<file path="src/rtl/mul_seq_pkg.sv">
// mul_seq_pkg: shared constants and types for the RV32M multiply sequencer.
//   XLEN      - operand/result width
//   CHUNK     - rs2 bits consumed per accumulate cycle
//   NUM_STEPS - accumulate cycle count, ceil(XLEN/CHUNK)
//   mul_op_e  - 2-bit op encoding shared with the decoder
//   state_e   - sequencer state
package mul_seq_pkg;

  localparam int unsigned XLEN      = 32;
  localparam int unsigned CHUNK     = 11;
  localparam int unsigned NUM_STEPS = (XLEN + CHUNK - 1) / CHUNK;
  localparam int unsigned STEP_W    = 2;

  typedef enum logic [1:0] {
    MUL_OP_MUL    = 2'b00,
    MUL_OP_MULH   = 2'b01,
    MUL_OP_MULHSU = 2'b10,
    MUL_OP_MULHU  = 2'b11
  } mul_op_e;

  typedef enum logic [1:0] {
    ST_IDLE   = 2'b00,
    ST_ACCUM  = 2'b01,
    ST_FINISH = 2'b10,
    ST_RESP   = 2'b11
  } state_e;

endpackage

</file>
<file path="src/rtl/mul_seq_fin.sv">
// mul_seq_fin: final sign correction and result-word select.
//   i_acc   - unsigned magnitude product
//   i_neg   - product must be negated
//   i_upper - return the high word instead of the low word
//   o_word  - selected result word
module mul_seq_fin
  import mul_seq_pkg::*;
(
  input  logic [2*XLEN-1:0] i_acc,
  input  logic              i_neg,
  input  logic              i_upper,
  output logic [XLEN-1:0]   o_word
);

  logic [2*XLEN-1:0] w_prod;

  always_comb begin
    w_prod = i_neg ? (~i_acc + 64'd1) : i_acc;
    o_word = i_upper ? w_prod[2*XLEN-1:XLEN] : w_prod[XLEN-1:0];
  end

endmodule

</file>
<file path="src/rtl/mul_seq.sv">
// mul_seq: multi-cycle RV32M multiply sequencer (MUL, MULH, MULHSU, MULHU).
//   i_clk, i_rst_n              - clock, async active-low reset
//   i_req_valid / o_req_ready   - request handshake (one op in flight)
//   i_req_op, i_req_rs1/rs2     - operation and operands
//   i_req_tag                   - destination index echoed on the response
//   i_flush                     - abandon any in-flight operation
//   o_resp_valid / i_resp_ready - response handshake
//   o_resp_prod, o_resp_tag     - result word and its tag
//   o_busy                      - sequencer not idle
module mul_seq
  import mul_seq_pkg::*;
(
  input  logic            i_clk,
  input  logic            i_rst_n,
  input  logic            i_req_valid,
  output logic            o_req_ready,
  input  logic [1:0]      i_req_op,
  input  logic [XLEN-1:0] i_req_rs1,
  input  logic [XLEN-1:0] i_req_rs2,
  input  logic [4:0]      i_req_tag,
  input  logic            i_flush,
  output logic            o_resp_valid,
  input  logic            i_resp_ready,
  output logic [XLEN-1:0] o_resp_prod,
  output logic [4:0]      o_resp_tag,
  output logic            o_busy
);

  state_e              r_state;
  logic [2*XLEN-1:0]   r_acc;
  logic [STEP_W-1:0]   r_step;
  logic [XLEN-1:0]     r_mag1;
  logic [XLEN-1:0]     r_mag2;
  logic                r_neg;
  logic                r_upper;
  logic [4:0]          r_tag;

  mul_op_e             w_op;
  logic                w_s1;
  logic                w_s2;
  logic [XLEN-1:0]     w_mag1;
  logic [XLEN-1:0]     w_mag2;
  logic                w_zero;
  int unsigned         w_shamt;
  logic [CHUNK-1:0]    w_slice;
  logic [2*XLEN-1:0]   w_partial;
  logic [XLEN-1:0]     w_fin;

  // Operand decode; MUL takes the unsigned path since its low word is sign-independent.
  always_comb begin
    w_op   = mul_op_e'(i_req_op);
    w_s1   = i_req_rs1[XLEN-1] & ((w_op == MUL_OP_MULH) | (w_op == MUL_OP_MULHSU));
    w_s2   = i_req_rs2[XLEN-1] & (w_op == MUL_OP_MULH);
    w_mag1 = w_s1 ? (~i_req_rs1 + 32'd1) : i_req_rs1;
    w_mag2 = w_s2 ? (~i_req_rs2 + 32'd1) : i_req_rs2;
    w_zero = (i_req_rs1 == '0) | (i_req_rs2 == '0);
  end

  // One partial product per cycle; the last slice is short and its high bits shift in as 0.
  always_comb begin
    w_shamt   = 32'(r_step) * CHUNK;
    w_slice   = CHUNK'(r_mag2 >> w_shamt);
    w_partial = (64'(r_mag1) * 64'(w_slice)) << w_shamt;
  end

  mul_seq_fin u_fin (
    .i_acc   (r_acc),
    .i_neg   (r_neg),
    .i_upper (r_upper),
    .o_word  (w_fin)
  );

  assign o_req_ready = (r_state == ST_IDLE) && !i_flush;
  assign o_busy      = (r_state != ST_IDLE);

  always_ff @(posedge i_clk or negedge i_rst_n) begin
    if (!i_rst_n) begin
      r_state      <= ST_IDLE;
      r_acc        <= '0;
      r_step       <= '0;
      r_mag1       <= '0;
      r_mag2       <= '0;
      r_neg        <= 1'b0;
      r_upper      <= 1'b0;
      r_tag        <= '0;
      o_resp_valid <= 1'b0;
      o_resp_prod  <= '0;
      o_resp_tag   <= '0;
    end else if (i_flush) begin
      // Result discarded; prod/tag keep their last values.
      r_state      <= ST_IDLE;
      o_resp_valid <= 1'b0;
    end else begin
      unique case (r_state)
        ST_IDLE: begin
          if (i_req_valid) begin
            r_mag1  <= w_mag1;
            r_mag2  <= w_mag2;
            r_neg   <= w_s1 ^ w_s2;
            r_upper <= (w_op != MUL_OP_MUL);
            r_tag   <= i_req_tag;
            r_acc   <= '0;
            r_step  <= '0;
            r_state <= w_zero ? ST_FINISH : ST_ACCUM;
          end
        end
        ST_ACCUM: begin
          r_acc  <= r_acc + w_partial;
          r_step <= r_step + 1'b1;
          if (r_step == STEP_W'(NUM_STEPS - 1)) r_state <= ST_FINISH;
        end
        ST_FINISH: begin
          o_resp_prod  <= w_fin;
          o_resp_tag   <= r_tag;
          o_resp_valid <= 1'b1;
          r_state      <= ST_RESP;
        end
        ST_RESP: begin
          if (i_resp_ready) begin
            o_resp_valid <= 1'b0;
            r_state      <= ST_IDLE;
          end
        end
        default: r_state <= ST_IDLE;
      endcase
    end
  end

endmodule

</file>
<file path="config.mk">
export PLATFORM = sky130hd
export DESIGN_NAME = mul_seq
export DESIGN_NICKNAME = d
export VERILOG_FILES = /design/src/rtl/mul_seq_pkg.sv /design/src/rtl/mul_seq_fin.sv /design/src/rtl/mul_seq.sv
export SDC_FILE = /design/constraint.sdc
export NUM_CORES = 2
export LEC_CHECK = 0
export CAP_MARGIN = 10
export CORE_AREA = 2 2 281 283
export CTS_CLUSTER_DIAMETER = 100
export CTS_CLUSTER_SIZE = 40
export DETAILED_ROUTE_END_ITERATION = 8
export DIE_AREA = 0 0 283 285
export PLACE_DENSITY_LB_ADDON = 0.05
export RECOVER_POWER = 25
export SLEW_MARGIN = 20
export SYNTH_ARGS = -nofsm -noshare
export SYNTH_HDL_FRONTEND = slang
export SYNTH_SLANG_ARGS = --single-unit
</file>
<file path="constraint.sdc">
create_clock -name i_clk -period 11.8 [get_ports i_clk]
set_input_delay 1.77 -clock i_clk [delete_from_list [all_inputs] [get_ports i_clk]]
set_output_delay 1.77 -clock i_clk [all_outputs]
set_load 0.05 [all_outputs]
</file>
-- Word-level counts from Yosys, hierarchy flattened
Cells that the tools add are included.
- register bits: 177
- add/subtract/negate cells: 5
- $mul: 2
- eq/ne operators: 10
- shift operators: 2
- multiplexer cells: 17
- bitwise gates (word level): 9
- reductions and logical operators: 14
- operator list (cell ; number):
    64-bit two-way mux ; 2
    64-bit one-hot mux with 2 select lines ; 1
    32-bit two-way mux ; 3
    32-bit by 1-bit adder with 32-bit output (second input constant) ; 2
    64-bit by 1-bit adder with 64-bit output (second input constant) ; 1
    64-bit adder ; 1
    32-bit logical NOT ; 2
    32-bit inverter ; 2
    64-bit inverter ; 1
    43-bit by 6-bit left shift with 64-bit output ; 1
    32-bit by 11-bit multiplier with 43-bit output ; 1
    32-bit by 6-bit right shift with 11-bit output ; 1
    2-bit two-way mux ; 6
    3-bit inequality test (second input constant) ; 3
    3-bit AND reduction ; 3
    2-bit equality test (second input constant) ; 4
    2-bit one-hot mux with 4 select lines ; 1
    2-bit by 4-bit multiplier with 6-bit output (second input constant) ; 1
    2-bit nonzero test ; 3
    2-bit by 1-bit equality test with 1-bit output (second input constant) ; 2
    2-bit one-hot mux with 2 select lines ; 1
    2-bit AND reduction ; 2
    3-bit nonzero test ; 1
    2-bit by 1-bit adder with 2-bit output (second input constant) ; 1
    10 further kinds ; 13

-- Logic depth before layout (Yosys ltp)
- depth in word-level cells: 6
- depth in mapped cells: 45

-- Hierarchy
From an unflattened synthesis, not the netlist that was laid out.
- cell total of the unflattened synthesis: 3407
- area, all modules: 27899.3 µm²
- by module, submodules not included (module ; instances ; cells an instance ; area each (µm²) ; seq. area each (µm²)):
    mul_seq ; 1 ; 3092 ; 25848.5 ; 4429.2
    mul_seq_fin ; 1 ; 315 ; 2050.7 ; 0.0

-- Least setup slack after synthesis
No wires, ideal clock.
- kind: reg-to-reg
- start point: register r_step[0]
- end point: register r_acc[60]
- arrival time: 10439 ps
- data required time: 11669 ps
- setup slack: 1229 ps
- cell stages (with the launch flop): 43
- buffers on the path: 6
- clock period less this slack: 10571 ps
- path through: dfrtp_1 clkbuf_1 clkbuf_1 buf_1 clkbuf_1 nand2_1 o22ai_1 clkbuf_1 nand2_1 fa_1 fa_1 inv_1 fa_1 fa_1 inv_1 fa_1 inv_1 ha_1 [7 not listed] xnor2_1 mux2_2 mux2_2 mux2i_1 a221oi_1 ha_1 nand2_1 or3_1 nor2_1 nand3_1 o311ai_0 o21ai_0 a21oi_1 o2111ai_1 a31oi_1 a21oi_1 nor4bb_1 or3_1
- longest elaborated chain between the ends: 6
- ends and longest elaborated chain (element ; line ; RTL):
    from (decl) ; mul_seq.sv:31 ; logic [STEP_W-1:0] r_step;
    from (signal assigned) ; mul_seq.sv:109 ; r_step <= r_step + 1'b1;
    2-bit by 4-bit multiplier with 6-bit output * ; mul_seq.sv:61 ; w_shamt = 32'(r_step) * CHUNK;
    32-bit by 6-bit right shift with 11-bit output ; mul_seq.sv:62 ; w_slice = CHUNK'(r_mag2 >> w_shamt);
    32-bit by 11-bit multiplier with 43-bit output ; mul_seq.sv:63 ; w_partial = (64'(r_mag1) * 64'(w_slice)) << w_shamt;
    43-bit by 6-bit left shift with 64-bit output * ; mul_seq.sv:63 ;
    64-bit adder * ; mul_seq.sv:108 ; r_acc <= r_acc + w_partial;
    64-bit one-hot mux with 2 select lines * ; mul_seq.sv:94 ; unique case (r_state)
    to (signal assigned) ; mul_seq.sv:108 ;
    to (decl) ; mul_seq.sv:30 ; logic [2*XLEN-1:0] r_acc;
Every way passes the cells marked *; elsewhere a longest branch is shown, timed or not.
A chain may end at the register's enable or synchronous reset.

-- Final worst setup path
- start point: register r_step[1]
- end point: register r_acc[60]
The elaborated chain is that of the path after synthesis.

==> metrics.json <==
{
  "grt.overflow.total": {"value": 0},
  "cp_num_buf_inv": {"value": 7},
  "drt.antenna.violating_nets": {"value": 0},
  "number_of_instances_in_the_synthesized_netlist": {"value": 3379},
  "postRouteWirelength": {"value": 93600, "unit": "um"},
  "wire_per_inst": {"value": 20.9, "unit": "um"},
  "yosysWarnings": {"value": 0},
  "die_width": {"value": 283, "unit": "um"},
  "critical_path.startpoint_type": {"value": "register"},
  "grt_pass1_vias": {"value": 24771},
  "highest-signal-layer": {"value": "met5"},
  "clock_tree_from_tritoncts": {"value": "built"},
  "place_hpwl": {"value": 71700, "unit": "um"},
  "timing.clock.skew": {"value": 27.0, "unit": "ps"},
  "critPathArrivalTime": {"value": 11720, "unit": "ps"},
  "critical_path.slowest_cell": {"value": "dfrtp_2"},
  "worst_setup_path_end_kind": {"value": "register"},
  "synth_top_area_share": {"value": 20.0, "unit": "%"},
  "place.port_buffers": {"value": 115},
  "place.detailed.instances": {"value": 4425},
  "netlist_top_cells_count": {"value": "nand2_1, inv_1, fa_1, o21ai_0, a21oi_1"},
  "number_of_antenna_violations_at_the_first_check_in_global_routing": {"value": 2},
  "synth-async-reset-ratio": {"value": 100, "unit": "%"},
  "final_period_minus_worst_setup_slack": {"value": 11340, "unit": "ps"},
  "layout_cell_share_with_drive_strength_beyond_1": {"value": 6.60, "unit": "%"},
  "met3_length": {"value": 3560, "unit": "um"},
  "worst-endpoint-required": {"value": 12180, "unit": "ps"},
  "root_buffer": {"value": "clkbuf_16"},
  "crit_path_max_incr_delay": {"value": 600, "unit": "ps"},
  "synthTopCellsByArea": {"value": "fa_1, dfrtp_1, ha_1"},
  "hold_viol_final": {"value": 0},
  "max_fanout_on_critical_path": {"value": 16},
  "run_status": {"value": "finished with violations"},
  "synthToLayoutAreaGrowth": {"value": 12.4, "unit": "%"},
  "tightestPinTransition": {"value": 4160, "unit": "ps"},
  "grt_max_degree": {"value": 72},
  "slew_viol_final": {"value": 115},
  "crit_family": {"value": "adder cells"},
  "coreArea": {"value": 78000, "unit": "um2"},
  "drt-pass1-iter-count": {"value": 5},
  "clock_insertion_delay_at_the_later_pin_of_the_skew_report": {"value": 520, "unit": "ps"},
  "ctsLongestPathBuffers": {"value": 2},
  "clk_pin_slew": {"value": 90, "unit": "ps"},
  "synth-seq-cells": {"value": 177},
  "min_path_type": {"value": "reg -> reg"},
  "synth_ff_type": {"value": "dfrtp_1"},
  "cpMostUsedCell": {"value": "fa_1"},
  "filler_cell_count": {"value": 8079},
  "quantity_of_hold_fixing_buffers_added_after_cts": {"value": 0},
  "placement_rows": {"value": 103},
  "grt_setup_unrepaired": {"value": "false"},
  "cap_violations": {"value": 2},
  "synth_enable_flop_cells": {"value": 0},
  "post_synth.cell_area_avg": {"value": 7.99, "unit": "um2"},
  "detailroute.via_count": {"value": 24244},
  "timing.setup.critical_path_class": {"value": "reg -> reg"},
  "die_area": {"value": 80700, "unit": "um2"},
  "routed-wl-met2": {"value": 43600, "unit": "um"},
  "route.detailed.vias_per_inst": {"value": 5.42},
  "grt_first_pass_wirelength": {"value": 149000, "unit": "um"},
  "clock_tree.htree_level_count": {"value": 4},
  "timing.final.crit_share": {"value": 96.1, "unit": "%"},
  "detailedRoute.firstIterationViolations": {"value": 1740},
  "cts_inserted_buffers": {"value": 17},
  "yosysUniqueCellTypes": {"value": 82},
  "clkSinkCount": {"value": 177},
  "mappedNetlistArea": {"value": 27000, "unit": "um2"},
  "setup_viol": {"value": 0},
  "synth_area_leader_cell": {"value": "fa_1"},
  "io_pins": {"value": 116},
  "violated_checks": {"value": "max-capacitance violations, max-slew violations"},
  "synth_sequential_area_ratio": {"value": 16.4, "unit": "%"},
  "globalRouteTotalUtil": {"value": 23.7, "unit": "%"},
  "synth.net_count": {"value": 3890},
  "floorplan_die_height": {"value": 285, "unit": "um"},
  "fmaxAchievable": {"value": 88.2, "unit": "MHz"},
  "slew-limit-headroom": {"value": -177, "unit": "%"},
  "wl_met1": {"value": 44600, "unit": "um"},
  "layoutNonFillerInstCount": {"value": 4475},
  "most_frequently_used_cell_type_in_the_post_synthesis_netlist": {"value": "nand2_1"},
  "finalWeightedCongestion": {"value": 0.909},
  "layout.nets": {"value": 3922},
  "drc_errors": {"value": 0},
  "initial_core_utilization": {"value": 34.6, "unit": "%"}
}
-- layout by cell type, fill, tap and decap left out, types with 7 or more instances in the layout --
cell,n
mux2_2,28
clkdlybuf4s50_1,113
mux4_2,8
a21oi_1,198
o21bai_1,16
o41ai_1,13
or3_1,19
nand2b_1,16
a211oi_1,34
o211ai_1,23
o21ai_0,261
o21ai_1,23
mux2i_1,62
or2_2,12
or4_1,15
xor2_1,90
nor4_1,15
o22ai_1,7
nor2_1,175
buf_4,90
fa_1,270
o31ai_1,35
ha_1,163
xnor2_1,106
o21ai_4,9
a22oi_1,9
nand4_1,23
inv_1,327
nand3_1,37
a31oi_1,28
dfrtp_1,173
a21o_1,55
nor2b_1,14
clkbuf_16,17
and2_1,167
nor3_1,47
nand2_1,539
a221oi_1,11
o21a_1,14
and3_1,17
-- per-stage QoR --
step                      area [um2]  utilization [%]  TNS, ps  hold WS (ps)  setup WS (ps)
after floorplan                27000                -        0           449           1230
after global placement         29400             37.7    -42.5           468          -42.5
after detailed placement       29400             37.7     -305           472           -235
after CTS                      30200             38.8        0           492           32.3
after global routing           30300             38.9        0           510           43.3
final                          30300             38.9        0           484            460
-- worst register-to-register path, delay by kind of cell (launching register included) --
kind	cells	cell delay [ps]
muxes	3	620
AOI/OAI and AO/OA	12	3120
adders and majority gates	7	3330
buffers and inverters	7	770
and+or+nand+nor	11	2460
DFF	1	600
xor gates and xnor gates	1	320
-- state kept, by name, indices dropped and copies added (netlist names) --
register      flops
r_neg             1
r_upper           1
r_tag             5
r_acc            64
o_resp_prod      32
r_mag2           32
r_state           2
o_resp_valid      1
o_resp_tag        5
r_step            2
r_mag1           32
-- worst paths after layout --
| check | cells past startpoint | slack (ps) | start | to |
|---|---|---|---|---|
| min in group asynchronous | 1 | 2710 | i_rst_n | r_mag1[1] |
| max in group asynchronous | 2 | 4820 | i_rst_n | r_acc[41] |
| hold / removal | 2 | 480 | o_resp_prod[4] | o_resp_prod[4] |
| hold reg to reg | 2 | 480 | o_resp_prod[4] | o_resp_prod[4] |
| setup reg to reg | 41 | 460 | r_step[1] | r_acc[60] |
| setup / recovery | 41 | 460 | r_step[1] | r_acc[60] |
-- layout make-up --
type / count / area, um2 / share of cell area [%]
well taps: 1050 / 1310 / 4.33
clock inverters: 15 / 211 / 0.697
flip-flops and latches: 177 / 4440 / 14.6
repair buffers: 210 / 1900 / 6.25
diodes: 1 / 2.50 / 0.00825
multi-input cells: 2676 / 20800 / 68.6
clock buffers: 17 / 425 / 1.40
inverters: 329 / 1230 / 4.07
-- layer usage --
layer | global-route usage (%) | up-vias
li1 | - | 11443
met1 | 33.9 | 12190
met2 | 38.3 | 528
met3 | 2.58 | 81
met4 | 5.48 | 2
met5 | 0 | -
-- kinds of logic after synthesis --
logic type,synth area share (%)
AOI/OAI and AO/OA,18.1
xor gates and xnor gates,6.36
adders and majority gates,27.7
buffers and inverters,7.40
DFF,16.4
muxes,4.28
and+or+nand+nor,19.8
-- repair_timing --
action,CTS,global route
resized for setup,9,11
buffers inserted,8,5
pin swaps,4,1
endpoints found under the setup margin,3,13
cloned,4,0
Power is left out: the tool's default activity adds up to more than one toggle a clock period on the data nets, which glitch-free logic cannot reach.
